### src/rtl/kbd_autotype.sv
// kbd_autotype: queues {shift, scancode} entries and types them as PS/2 toggle events, merged with live keys
module kbd_autotype #(
  parameter int FIFO_DEPTH = 16,
  parameter int HOLD_CYCLES = 400000,
  parameter int GAP_CYCLES = 400000,
  parameter int CNT_W = 24
) (
  input  logic        clk_sys,
  input  logic        reset_n,
  input  logic [10:0] ps2_key_in,
  output logic [10:0] ps2_key_out,
  input  logic        wr_en,
  input  logic [8:0]  wr_data,
  input  logic        abort,
  output logic        full,
  output logic        busy,
  output logic        overflow
);
  localparam int AW = $clog2(FIFO_DEPTH);
  localparam int CW = AW + 1;
  typedef enum logic [2:0] {IDLE, SHIFT_DN, KEY_DN, HOLD, KEY_UP, SHIFT_UP, GAP} state_t;
  state_t state, state_d;
  logic [8:0] mem [FIFO_DEPTH];
  logic [AW-1:0] wp, rp;
  logic [CW-1:0] count, count_d;
  logic [CNT_W-1:0] cnt, cnt_d;
  logic [8:0] cur;
  logic [7:0] emit_code;
  logic unwind, unwind_d, key_q, primed, live, abort_t, abort_go, push, pop, emit, emit_press;
  assign live = primed && (ps2_key_in[10] != key_q);
  assign abort_t = abort || (live && ps2_key_in[9] && busy);
  assign abort_go = abort_t && !unwind;
  assign push = wr_en && !full && !abort_t;
  assign pop = state == IDLE && count != '0 && !abort_t;
  assign count_d = count + CW'(push) - CW'(pop);
  assign emit_code = (state == SHIFT_DN || state == SHIFT_UP) ? 8'h12 : cur[7:0];
  assign emit_press = state == SHIFT_DN || state == KEY_DN;
  always_comb begin
    state_d = state;
    cnt_d = cnt;
    unwind_d = unwind;
    emit = 1'b0;
    case (state)
      IDLE: state_d = pop ? (mem[rp][8] ? SHIFT_DN : KEY_DN) : IDLE;
      SHIFT_DN: begin
        emit = !abort_go && !live;
        state_d = abort_go ? IDLE : (live ? SHIFT_DN : KEY_DN);
      end
      KEY_DN: begin
        emit = !abort_go && !live;
        unwind_d = abort_go;
        state_d = abort_go ? (cur[8] ? SHIFT_UP : IDLE) : (live ? KEY_DN : HOLD);
        cnt_d = CNT_W'(HOLD_CYCLES - 1);
      end
      HOLD: begin
        unwind_d = abort_go;
        state_d = (abort_go || cnt == '0) ? KEY_UP : HOLD;
        cnt_d = (cnt == '0) ? cnt : cnt - CNT_W'(1);
      end
      KEY_UP, SHIFT_UP: begin
        emit = !live;
        unwind_d = unwind || abort_go;
        state_d = live ? state : ((state == KEY_UP && cur[8]) ? SHIFT_UP : ((unwind || abort_go) ? IDLE : GAP));
        cnt_d = CNT_W'(GAP_CYCLES - 1);
      end
      GAP: begin
        state_d = (abort_go || cnt == '0) ? IDLE : GAP;
        cnt_d = (cnt == '0) ? cnt : cnt - CNT_W'(1);
      end
      default: state_d = IDLE;
    endcase
    if (state_d == IDLE) unwind_d = 1'b0;
  end
  always_ff @(posedge clk_sys or negedge reset_n) begin
    if (!reset_n) begin
      state <= IDLE;
      cnt <= '0;
      unwind <= 1'b0;
      cur <= '0;
      key_q <= 1'b0;
      primed <= 1'b0;
      busy <= 1'b0;
      ps2_key_out <= '0;
    end else begin
      state <= state_d;
      cnt <= cnt_d;
      unwind <= unwind_d;
      key_q <= ps2_key_in[10];
      primed <= 1'b1;
      busy <= state != IDLE || count != '0;
      if (pop) cur <= mem[rp];
      if (live) ps2_key_out <= {~ps2_key_out[10], ps2_key_in[9:0]};
      else if (emit) ps2_key_out <= {~ps2_key_out[10], emit_press, 1'b0, emit_code};
    end
  end
  always_ff @(posedge clk_sys or negedge reset_n) begin
    if (!reset_n) begin
      wp <= '0;
      rp <= '0;
      count <= '0;
      full <= 1'b0;
      overflow <= 1'b0;
    end else if (abort_t) begin
      wp <= '0;
      rp <= '0;
      count <= '0;
      full <= 1'b0;
      overflow <= 1'b0;
    end else begin
      if (push) wp <= wp + AW'(1);
      if (pop) rp <= rp + AW'(1);
      count <= count_d;
      full <= count_d == CW'(FIFO_DEPTH);
      if (wr_en && full) overflow <= 1'b1;
    end
  end
  always_ff @(posedge clk_sys) begin
    if (push) mem[wp] <= wr_data;
  end
endmodule

### config.mk
export PLATFORM = sky130hd
export DESIGN_NAME = kbd_autotype
export DESIGN_NICKNAME = d
export VERILOG_FILES = /design/src/rtl/kbd_autotype.sv
export SDC_FILE = /design/constraint.sdc
export NUM_CORES = 1
export LEC_CHECK = 0
export ABC_CLOCK_PERIOD_IN_PS = 2900
export CAP_MARGIN = 20
export CORE_MARGIN = 4
export CORE_UTILIZATION = 49
export CTS_CLUSTER_DIAMETER = 50
export DETAILED_ROUTE_END_ITERATION = 12
export PLACE_DENSITY = 0.69
export REMOVE_ABC_BUFFERS = 1
export SETUP_SLACK_MARGIN = 0.02
export SLEW_MARGIN = 10
export SYNTH_ARGS = -nofsm -noshare
export SYNTH_HDL_FRONTEND = slang
export SYNTH_SLANG_ARGS = --single-unit
### constraint.sdc
create_clock -name clk_sys -period 2.9 [get_ports clk_sys]
set_input_delay 0.58 -clock clk_sys [delete_from_list [all_inputs] [get_ports clk_sys]]
set_output_delay 0.58 -clock clk_sys [all_outputs]
set_load 0.1 [all_outputs]
### After elaboration in Yosys (flattened, before gate mapping)

Memory sizes are Yosys's and may differ from the RTL's.
Cells that the tools add are included.

| storage, ports and cells | value |
|---|---|
| register bits after elaboration | 66 |
| bits in writable memories | 144 |
| input bits | 24 |
| output and inout bits | 14 |
| word-level logic and storage cells | 99 |
| memories kept | 1 |

| operators by class | value |
|---|---|
| $add $sub $neg | 5 |
| equal/unequal tests | 9 |
| multiplexer cells | 31 |
| bitwise gates (word level) | 1 |
| reduce and logical (&&, ||, !) cells | 39 |

Memories:

| name | words | bits a word | rd ports | clocked after memory_dff | write ports | line | text |
|---|---|---|---|---|---|---|---|
| mem | 16 | 9 | 1 | 0 | 1 | 23 | `logic [8:0] mem [FIFO_DEPTH];` |

Operator list:

| cell | count |
|---|---|
| $pmux W24 S2 | 1 |
| $logic_not A24 Y1 | 1 |
| $mux W24 | 1 |
| $sub A24 B1 Y24 const B | 1 |
| $mux W11 | 2 |
| $mux W3 | 7 |
| $pmux W3 S6 | 1 |
| $mux W4 | 4 |
| $logic_and A1 B1 Y1 | 11 |
| $reduce_bool A2 Y1 | 5 |
| $eq A3 B3 Y1 const B | 3 |
| $add A4 B1 Y4 const B | 2 |
| $mux W2 | 4 |
| $mux W8 | 1 |
| $reduce_or A2 Y1 | 4 |
| $mux W1 | 7 |
| $eq A3 B2 Y1 const B | 2 |
| $logic_not A3 Y1 | 2 |
| $logic_or A1 B1 Y1 | 6 |
| $reduce_bool A3 Y1 | 2 |
| $add A5 B1 Y5 | 1 |
| $eq A5 B5 Y1 const B | 1 |
| $logic_not A1 Y1 | 5 |
| $mux W5 | 1 |
| 9 further kinds | 10 |

### Logic depth before layout (Yosys ltp)

Gate-level depths: netlist (run 1).

| depth | value |
|---|---|
| depth in word-level cells | 13 |
| mapped depth | 18 |
| depth with buffers taken out | 17 |

### Worst setup path before layout (run 1)

No wires, ideal clock.

| timing | value |
|---|---|
| path type | input port to flip-flop |
| start point | input ps2_key_in[10] |
| end point | register full |
| library setup time | 0.125 ns |
| arrival | 3.053 ns |
| data required time | 2.775 ns |
| slack | -0.278 ns |
| stages on the path | 17 |
| buffers on the path | 1 |
| cell sequence | xor2_1 -> and2_1 -> a31oi_1 -> nand2_1 -> inv_1 -> clkbuf_1 -> ha_1 -> inv_1 -> ha_1 -> inv_1 -> fa_1 -> inv_1 -> a21oi_1 -> nor2_1 -> nor2_1 -> xnor2_1 -> nor3_1 |

| on the way | value |
|---|---|
| word-level cells in the longest chain between the ends | 11 |
| elaborated cells between the ends (all ways) | 12 |
| classes of those cells | add/sub (2); eq/ne (2); mux (1); reduce/logical (7) |

Ends and longest elaborated chain:

| element | line | text |
|---|---|---|
| start: declaration | 10 | `input logic [10:0] ps2_key_in,` |
| $ne A1 B1 Y1 * | 30 | `assign live = primed && (ps2_key_in[10] != key_q);` |
| $logic_and A1 B1 Y1 * | 30 |  |
| $logic_and A1 B1 Y1 * (2 in a row) | 31 | `assign abort_t = abort \|\| (live && ps2_key_in[9] && busy);` |
| $logic_or A1 B1 Y1 * | 31 |  |
| $logic_not A1 Y1 | 33, 34 |  |
| $logic_and A1 B1 Y1 | 33 | `assign push = wr_en && !full && !abort_t;` |
| $add A5 B1 Y5 | 35 | `assign count_d = count + CW'(push) - CW'(pop);` |
| $sub A5 B1 Y5 | 35 |  |
| $eq A5 B5 Y1 | 113 | `full <= count_d == CW'(FIFO_DEPTH);` |
| $mux W1 * | 103 | `end else if (abort_t) begin` |
| end signal: assignment | 113 |  |
| end: declaration | 15 | `output logic full,` |

Mark *: on every way between the ends. The rest lies on a longest branch, timed or not.
A chain may end at the register's enable or synchronous reset.

### Worst setup path in the final report (run 1)

| timing | value |
|---|---|
| start point | register cnt[9] |
| end point | register cnt[19] |

| on the way | value |
|---|---|
| word-level cells in the longest chain between the ends | 3 |
| elaborated cells between the ends (all ways) | 6 |
| classes of those cells | add/sub (1); eq/ne (1); mux (2); reduce/logical (2) |

Ends and longest elaborated chain:

| element | line | text |
|---|---|---|
| start: declaration | 26 | `logic [CNT_W-1:0] cnt, cnt_d;` |
| start signal: assignment | 86 | `cnt <= cnt_d;` |
| $sub A24 B1 Y24 / $logic_not A24 Y1 (equally long branches) | 58, 68 |  |
| $mux W24 / $ne A2 B2 Y1 (equally long branches) | -- |  |
| $pmux W24 S2 / $reduce_and A2 Y1 (equally long branches) | -- |  |

Parallel ways exist; a longest one is shown, timed or not. The select of a mux whose other input is x is not followed.

==> run metrics, run 1 <==
synth unique cells 49; Yosys reg bits 210; crit path max fanout 6; slowest CP cell or4_4; Placed Cells 857; final setup violation count 0; sw frac 31.8%; core region area 0.0175 mm²; DIE WIDTH 143 µm; clock root buffer clkbuf_16; clock slew at reported path FFs 0.06 ns; DP Wirelength 11500 µm; Layout Cells excl Fill 902; Static Leakage 0.00378 µW; global-route wire length before repair 28000 µm; DRT Wirelength 16800 µm; Antenna Nets Post-Route 0; clock skew 0.0147 ns; Avg Cell Area, Syn 15.4 µm²; htree depth 1; GPL Wtd Cong 0.893; kind of critical path flop to flop; CTS tree built; clock sinks 210; Post-route DRC 0; number of I/O port buffers 37; Total Routing Usage GR 17.3%; Arrival @ worst endpoint 3.15 ns; leading area contributor after synthesis edfxtp_1; Worst Tran Pin Value 0.711 ns; layout cell share with drive strength beyond 1 25.8%; pwr/cell area 855 mW/mm²; HP Class input pin to flop; Final Hold Fails 0; antenna cells 0; Slew Limit Fails 0; Area contributors post-synth edfxtp_1 (49%), dfrtp_1 (19%), mux4_2 (11%); grt ovf 0; Worst slew margin 52.2%; post-layout minimum cycle time 2.76 ns; cells after synthesis 577; routed len/inst 18.6 µm; sequential share of power 39.7%; Worst setup SP type flop; final hold slack 0.381 ns; Pint 6210 µW; post-synthesis cell area 0.00889 mm²; pin count of the biggest net entering global routing 40; CTS buffer count 23; RSZ-0062 raised after global routing false; nets 698; Main synth FF type edfxtp_1; Max VDD drop 0.000778 V; Tot Pwr 9100 µW; outcome finished, final reports clean; worst skew pair latency 0.50 ns; combinational power share 29.1%; EDFF count, synth 144; vias per std cell 5.67; YS warnings 0; Synth top area share 48.6%; CTS Buffer Depth 3; FP Rows 48; clock share of power 31.2%; fmax 0.362 GHz; initial cell density of the core 50.7%; P&R area growth vs syn 19.7%; share of async-settable or async-resettable flops after synthesis 31.4%; CP endpoint kind flop; Critical Path RT 3.29 ns; Max Cap Viol 0; die height 143 µm; part of the cycle the worst path needs 95.1%; worst-path cell chain or4_1 -> or4_1 -> or4_4 -> or4_4 -> nand3_2 -> o21ai_2; Psw 2890 µW; area of the die 0.0204 mm²; sequential fraction of the synthesis area 67.2%; vias 5112; vias in the first global route 5314; 1st-pass router iterations 4; initial antenna violation count 0; Max stage delay on crit path 0.59 ns; DRT iter0 DRCs 371; I/O pin cnt 38
## synth_stat cells, drive strengths merged (2+ instances only)
cell type	instances
nor4	9
edfxtp	144
a211oi	2
and3	3
mux2	8
nand2b	8
mux4	45
and4b	2
nand4b	2
ha	12
nand2	33
o21ai	13
mux2i	3
or3	3
a21o	3
xor2	12
nor3	19
clkbuf	21
buf	7
o211ai	4
nand3b	2
nand3	12
nor2	51
and2	4
dfrtp	66
nor2b	3
or4	8
a31o	2
o311ai	2
a31oi	10
o22ai	2
inv	20
a21oi	16
xnor2	12
nand4	4
## state kept, by name (all words and copies together) (netlist names), 3 cells and up
name / flops
mem: 144
cnt: 24
ps2_key_out: 11
cur: 9
count: 5
rp: 4
wp: 4
state: 3
## layout by cell type (no fill, tap or decap), types with 9 or more instances in the layout
cell,synthesis,routed
a21oi_1,16,16
a31oi_1,10,9
buf_4,0,60
clkbuf_16,0,23
clkdlybuf4s50_1,0,21
dfrtp_1,66,65
edfxtp_1,144,144
ha_1,12,10
inv_1,20,18
mux4_2,45,45
nand2_1,33,33
nand3_1,11,11
nor2_1,51,50
nor3_1,19,18
nor4_1,9,9
o21ai_0,12,12
xnor2_1,12,11
xor2_1,12,11
## per-stage QoR
step | cell area (µm²) | setup WS, ns | setup TNS (ns) | util (%)
after floorplan | 8780 | -0.260 | -1.99 | -
after global placement | 9760 | -0.493 | -1.64 | 55.7
after detailed placement | 9760 | -0.670 | -2.31 | 55.7
after CTS | 10500 | 0.0318 | 0 | 60.1
after global routing | 10600 | 0.0480 | 0 | 60.7
final | 10600 | 0.141 | 0 | 60.7
## timing repair
action | 4_1_cts | 5_1_grt
setup endpoints to repair | 2 | 4
hold buffers | 1 | 0
resized for setup | 6 | 15
setup buffers | 0 | 3
pin swaps | 8 | 6
hold endpoints to repair | 12 | 0
## power by group through the flow
stage	logic [µW]	clock network, µW	registers, µW
after floorplan	1110	0	4320
after global placement	2440	0	3650
after detailed placement	2530	0	3670
after CTS	2560	2910	3610
after global routing	2880	3050	3640
final	2650	2840	3610
## final cells by class
class	count	area (µm²)
clock buffer	24	579
clock inverter	17	165
fill	1302	6890
inverter	20	75.1
multi-input combinational	319	2830
sequential	210	5980
tap	225	282
timing repair buffer	87	736
## path summary, 6_finish.rpt
path                       cells after the start                          end                         from  slack (ns)
setup / recovery                               6          cnt[19]$_DFFE_PN0P_           cnt[9]$_DFFE_PN0P_        0.14
min in group asynchronous                      2           cur[1]$_DFFE_PN0N_                      reset_n        0.50
max in group asynchronous                      3            rp[0]$_DFFE_PN0P_                      reset_n        1.69
hold / removal                                 1              key_q$_DFF_PN0_               ps2_key_in[10]        0.38
setup reg to reg                               6          cnt[19]$_DFFE_PN0P_           cnt[9]$_DFFE_PN0P_        0.14
hold reg to reg                                1  ps2_key_out[10]$_DFFE_PN0P_  ps2_key_out[10]$_DFFE_PN0P_        0.47
## worst max-delay path: cells and delay by family (launching register included)
kind | cells | cell delay [ns]
AO/OA/AOI/OAI | 1 | 0.06
AND/OR/NAND/NOR | 5 | 2.19
flip-flops | 1 | 0.41
## kinds of logic after synthesis
group,count (synthesis),synth area share (%)
AO/OA/AOI/OAI,60,4.35
XOR/XNOR,24,2.36
adder cells (fa/ha/maj),13,1.91
buffers and inverters,48,2.06
flip-flops,210,67.2
multiplexers,56,12.8
other,1,0.0422
AND/OR/NAND/NOR,165,9.29
## layer usage
layer	share of wire, %	track usage, %	vias to the layer above
met5	0	0	-
met4	1.9	4.10	0
met3	5.0	2.58	22
met2	49	27.9	141
met1	44	25.2	2572
li1	-	-	2377
(Power assumes the default switching activity.)
==> run 2, diff against run 1 <==
--- a/config.mk
+++ b/config.mk
@@ -5,13 +5,14 @@
 export SDC_FILE = /design/constraint.sdc
 export NUM_CORES = 1
 export LEC_CHECK = 0
-export ABC_CLOCK_PERIOD_IN_PS = 2900
+export ABC_CLOCK_PERIOD_IN_PS = 2600
 export CAP_MARGIN = 20
+export CORE_ASPECT_RATIO = 0.6
 export CORE_MARGIN = 4
 export CORE_UTILIZATION = 49
 export CTS_CLUSTER_DIAMETER = 50
 export DETAILED_ROUTE_END_ITERATION = 12
-export PLACE_DENSITY = 0.69
+export PLACE_DENSITY = 0.67
 export REMOVE_ABC_BUFFERS = 1
 export SETUP_SLACK_MARGIN = 0.02
 export SLEW_MARGIN = 10
==> constraint.sdc (replaced) <==
create_clock -name clk_sys -period 2.6 [get_ports clk_sys]
set_input_delay 0.52 -clock clk_sys [delete_from_list [all_inputs] [get_ports clk_sys]]
set_output_delay 0.52 -clock clk_sys [all_outputs]
set_load 0.1 [all_outputs]
==> run 2 against run 1 <==
Compared with the run above:
- the flow now finishes with violations (setup timing)
- core utilization increased by 1.4 points
- worst hold slack got worse by 0.23 ns
- fmax increased by 3.1%
- die area increased by 0.34%
- via count increased by 4.5%
- final area increased by 1.8%
- first-iteration DRC count increased by 55%
- critical path depth unchanged
- final cell count increased by 3.2%
- clock skew increased by 0.017 ns
- register-to-register slack got worse by 0.22 ns
- worst setup slack got worse by 0.22 ns
- critical endpoint unchanged
==> run metrics, run 2 (same netlist as run 1, synthesis figures left out) <==
outcome finished with violations (was finished, final reports clean); failing checks setup timing; HP Class input pin to async pin (was input pin to flop); fillcell total 1237 (was 1302); Psw 3330 µW (was 2890 µW); CTS Buffer Depth 3 (unchanged); setup ws final -0.0760 ns (was 0.141 ns); Worst path top cell family by delay simple AND/OR/NAND/NOR gates (unchanged); Max stage delay on crit path 0.56 ns (was 0.59 ns); combinational power share 30.2% (was 29.1%); layout cell share with drive strength beyond 1 29.7% (was 25.8%); part of the cycle the worst path needs 103% (was 95.1%); antenna cells 0 (unchanged); die height 112 µm (was 143 µm); Post-route DRC 0 (unchanged); post-layout minimum cycle time 2.68 ns (was 2.76 ns); Largest regs mem: 144 flops, cnt: 24 flops, ps2_key_out: 11 flops (unchanged); htree depth 1 (unchanged); pre-CTS WS -0.827 ns (was -0.670 ns); Critical Path RT 2.98 ns (was 3.29 ns); Slew Limit Fails 0 (unchanged); grt ovf 0 (unchanged); sw frac 32.3% (was 31.8%); Pint 6980 µW (was 6210 µW); Worst setup endpoint cnt[19]$_DFFE_PN0P_ (unchanged); core region area 0.0175 mm² (about the same); most frequent cells in the layout edfxtp_1 (144), buf_4 (84), dfrtp_1 (65) (was edfxtp_1 (144), dfrtp_1 (65), buf_4 (60)); FF+latch area 0.00598 mm² (unchanged); final setup violation count 4 (was 0); FP Rows 37 (was 48); Final Hold Fails 0 (unchanged); vias 5344 (was 5112); Worst slew margin 40.4% (was 52.2%); clock share of power 30.8% (was 31.2%); crit path max fanout 4 (was 6); pwr/cell area 951 mW/mm² (was 855 mW/mm²); DIE WIDTH 182 µm (was 143 µm); Max Cap Viol 0 (unchanged); routed len/inst 21.0 µm (was 18.6 µm); Worst setup SP type flop (unchanged); DRT iter0 DRCs 576 (was 371); Tot Pwr 10300 µW (was 9100 µW); CTS tree built (unchanged); vias per std cell 5.74 (was 5.67); fmax 0.374 GHz (was 0.362 GHz); 1st-pass router iterations 5 (was 4); commonest non-fill, non-tap cell in the layout edfxtp_1 (unchanged); initial cell density of the core 50.9% (was 50.7%); I/O pin cnt 38 (unchanged); clock slew at reported path FFs 0.07 ns (was 0.06 ns); final hold slack 0.151 ns (was 0.381 ns); register with the most flip-flops mem (unchanged); clock root buffer clkbuf_16 (unchanged); Total Routing Usage GR 19.6% (was 17.3%); number of I/O port buffers 37 (unchanged); cell depth of the worst setup path 6 (unchanged); Worst R2R End cnt[19]$_DFFE_PN0P_ (unchanged); CTS buffer count 21 (was 23); initial antenna violation count 0 (unchanged); Static Leakage 0.00388 µW (was 0.00378 µW); slowest CP cell or4_4 (unchanged); Most common cell on crit path or4_4; clock skew 0.0314 ns (was 0.0147 ns); Crit. Startpoint cnt[10]$_DFFE_PN0P_ (was cnt[9]$_DFFE_PN0P_); Worst Tran Pin Value 0.893 ns (was 0.711 ns); Layout Cells excl Fill 931 (was 902); hold_buf cts 0 (was 1); P&R area growth vs syn 21.9% (was 19.7%); worst-path cell chain or4_4 -> or4_4 -> or4_4 -> or4_4 -> nand3_2 -> o21ai_2 (was or4_1 -> or4_1 -> or4_4 -> or4_4 -> nand3_2 -> o21ai_2); vias in the first global route 5363 (was 5314); max reg flops 144 (unchanged); crit path buf inv count 0 (unchanged); Max VDD drop 0.000537 V (was 0.000778 V); clock sinks 210 (unchanged); DRT Wirelength 19500 µm (was 16800 µm); DP Wirelength 13100 µm (was 11500 µm); Arrival @ worst endpoint 3.06 ns (was 3.15 ns); worst skew pair latency 0.51 ns (was 0.50 ns); nets 719 (was 698); reg-to-reg critical path startpoint cnt[10]$_DFFE_PN0P_ (was cnt[9]$_DFFE_PN0P_); RSZ-0062 raised after global routing true (was false); area of the die 0.0204 mm² (about the same); GPL Wtd Cong 0.882 (was 0.893); global-route wire length before repair 31100 µm (was 28000 µm); R2R depth 6 (unchanged); worst reg2reg setup slack -0.08 ns (was 0.14 ns); Antenna Nets Post-Route 0 (unchanged); pin count of the biggest net entering global routing 40 (unchanged); CP endpoint kind flop (unchanged); area of the multi-input gates 0.00286 mm² (was 0.00283 mm²); sequential share of power 39.1% (was 39.7%); Placed Cells 888 (was 857); kind of critical path flop to flop (unchanged); fin util 62.1% (was 60.7%)
run 2: worst min path at each step:
stage	slack (ns)	to	depth (start not counted)
final	0.15	cnt[23]$_DFFE_PN0P_	1
after global routing	0.22	cnt[20]$_DFFE_PN0P_	1
after CTS	0.17	cnt[0]$_DFFE_PN0P_	1
after detailed placement	0.47	ps2_key_out[10]$_DFFE_PN0P_	1
after global placement	0.46	cnt[0]$_DFFE_PN0P_	1
after floorplan	0.22	busy$_DFF_PN0_	0
run 2: power groups by stage:
stage / logic, µW / registers, µW / clock network (µW)
finish: 3110 / 4030 / 3170
global route: 3350 / 4060 / 3380
CTS: 3100 / 4030 / 3220
detailed placement: 2980 / 4080 / 0
global placement: 2930 / 4070 / 0
floorplan: 1240 / 4820 / 0
run 2: final cells by class:
| class | count | area share (%) |
|---|---|---|
| inverters | 20 | 0.693 |
| multi-input cells | 319 | 26.4 |
| clock inverters | 13 | 1.69 |
| flip-flops and latches | 210 | 55.1 |
| well taps | 234 | 2.70 |
| clock buffers | 25 | 4.99 |
| repair buffers | 110 | 8.44 |
run 2: per-stage QoR:
stage                     cell area [µm²]  setup TNS, ns
after floorplan                      8780          -7.03
after detailed placement             9950         -15.43
after global routing                10800         -0.524
after CTS                           10800         -0.186
after global placement               9950         -14.33
final                               10800         -0.117
run 2: metal layers:
| metal | vias up | part of all wire, % | track usage (%) |
|---|---|---|---|
| met5 | - | 0 | 0 |
| met4 | 0 | 1.3 | 3.55 |
| met3 | 25 | 7.7 | 4.47 |
| met2 | 176 | 41 | 26.6 |
| met1 | 2728 | 50 | 32.5 |
| li1 | 2415 | - | - |
run 2: what timing repair did:
item                                    CTS  global route
buffers inserted                          2             3
pin swaps                                11             7
endpoints found under the setup margin   10            13
cloned                                    0             0
gates resized for setup                  22             8
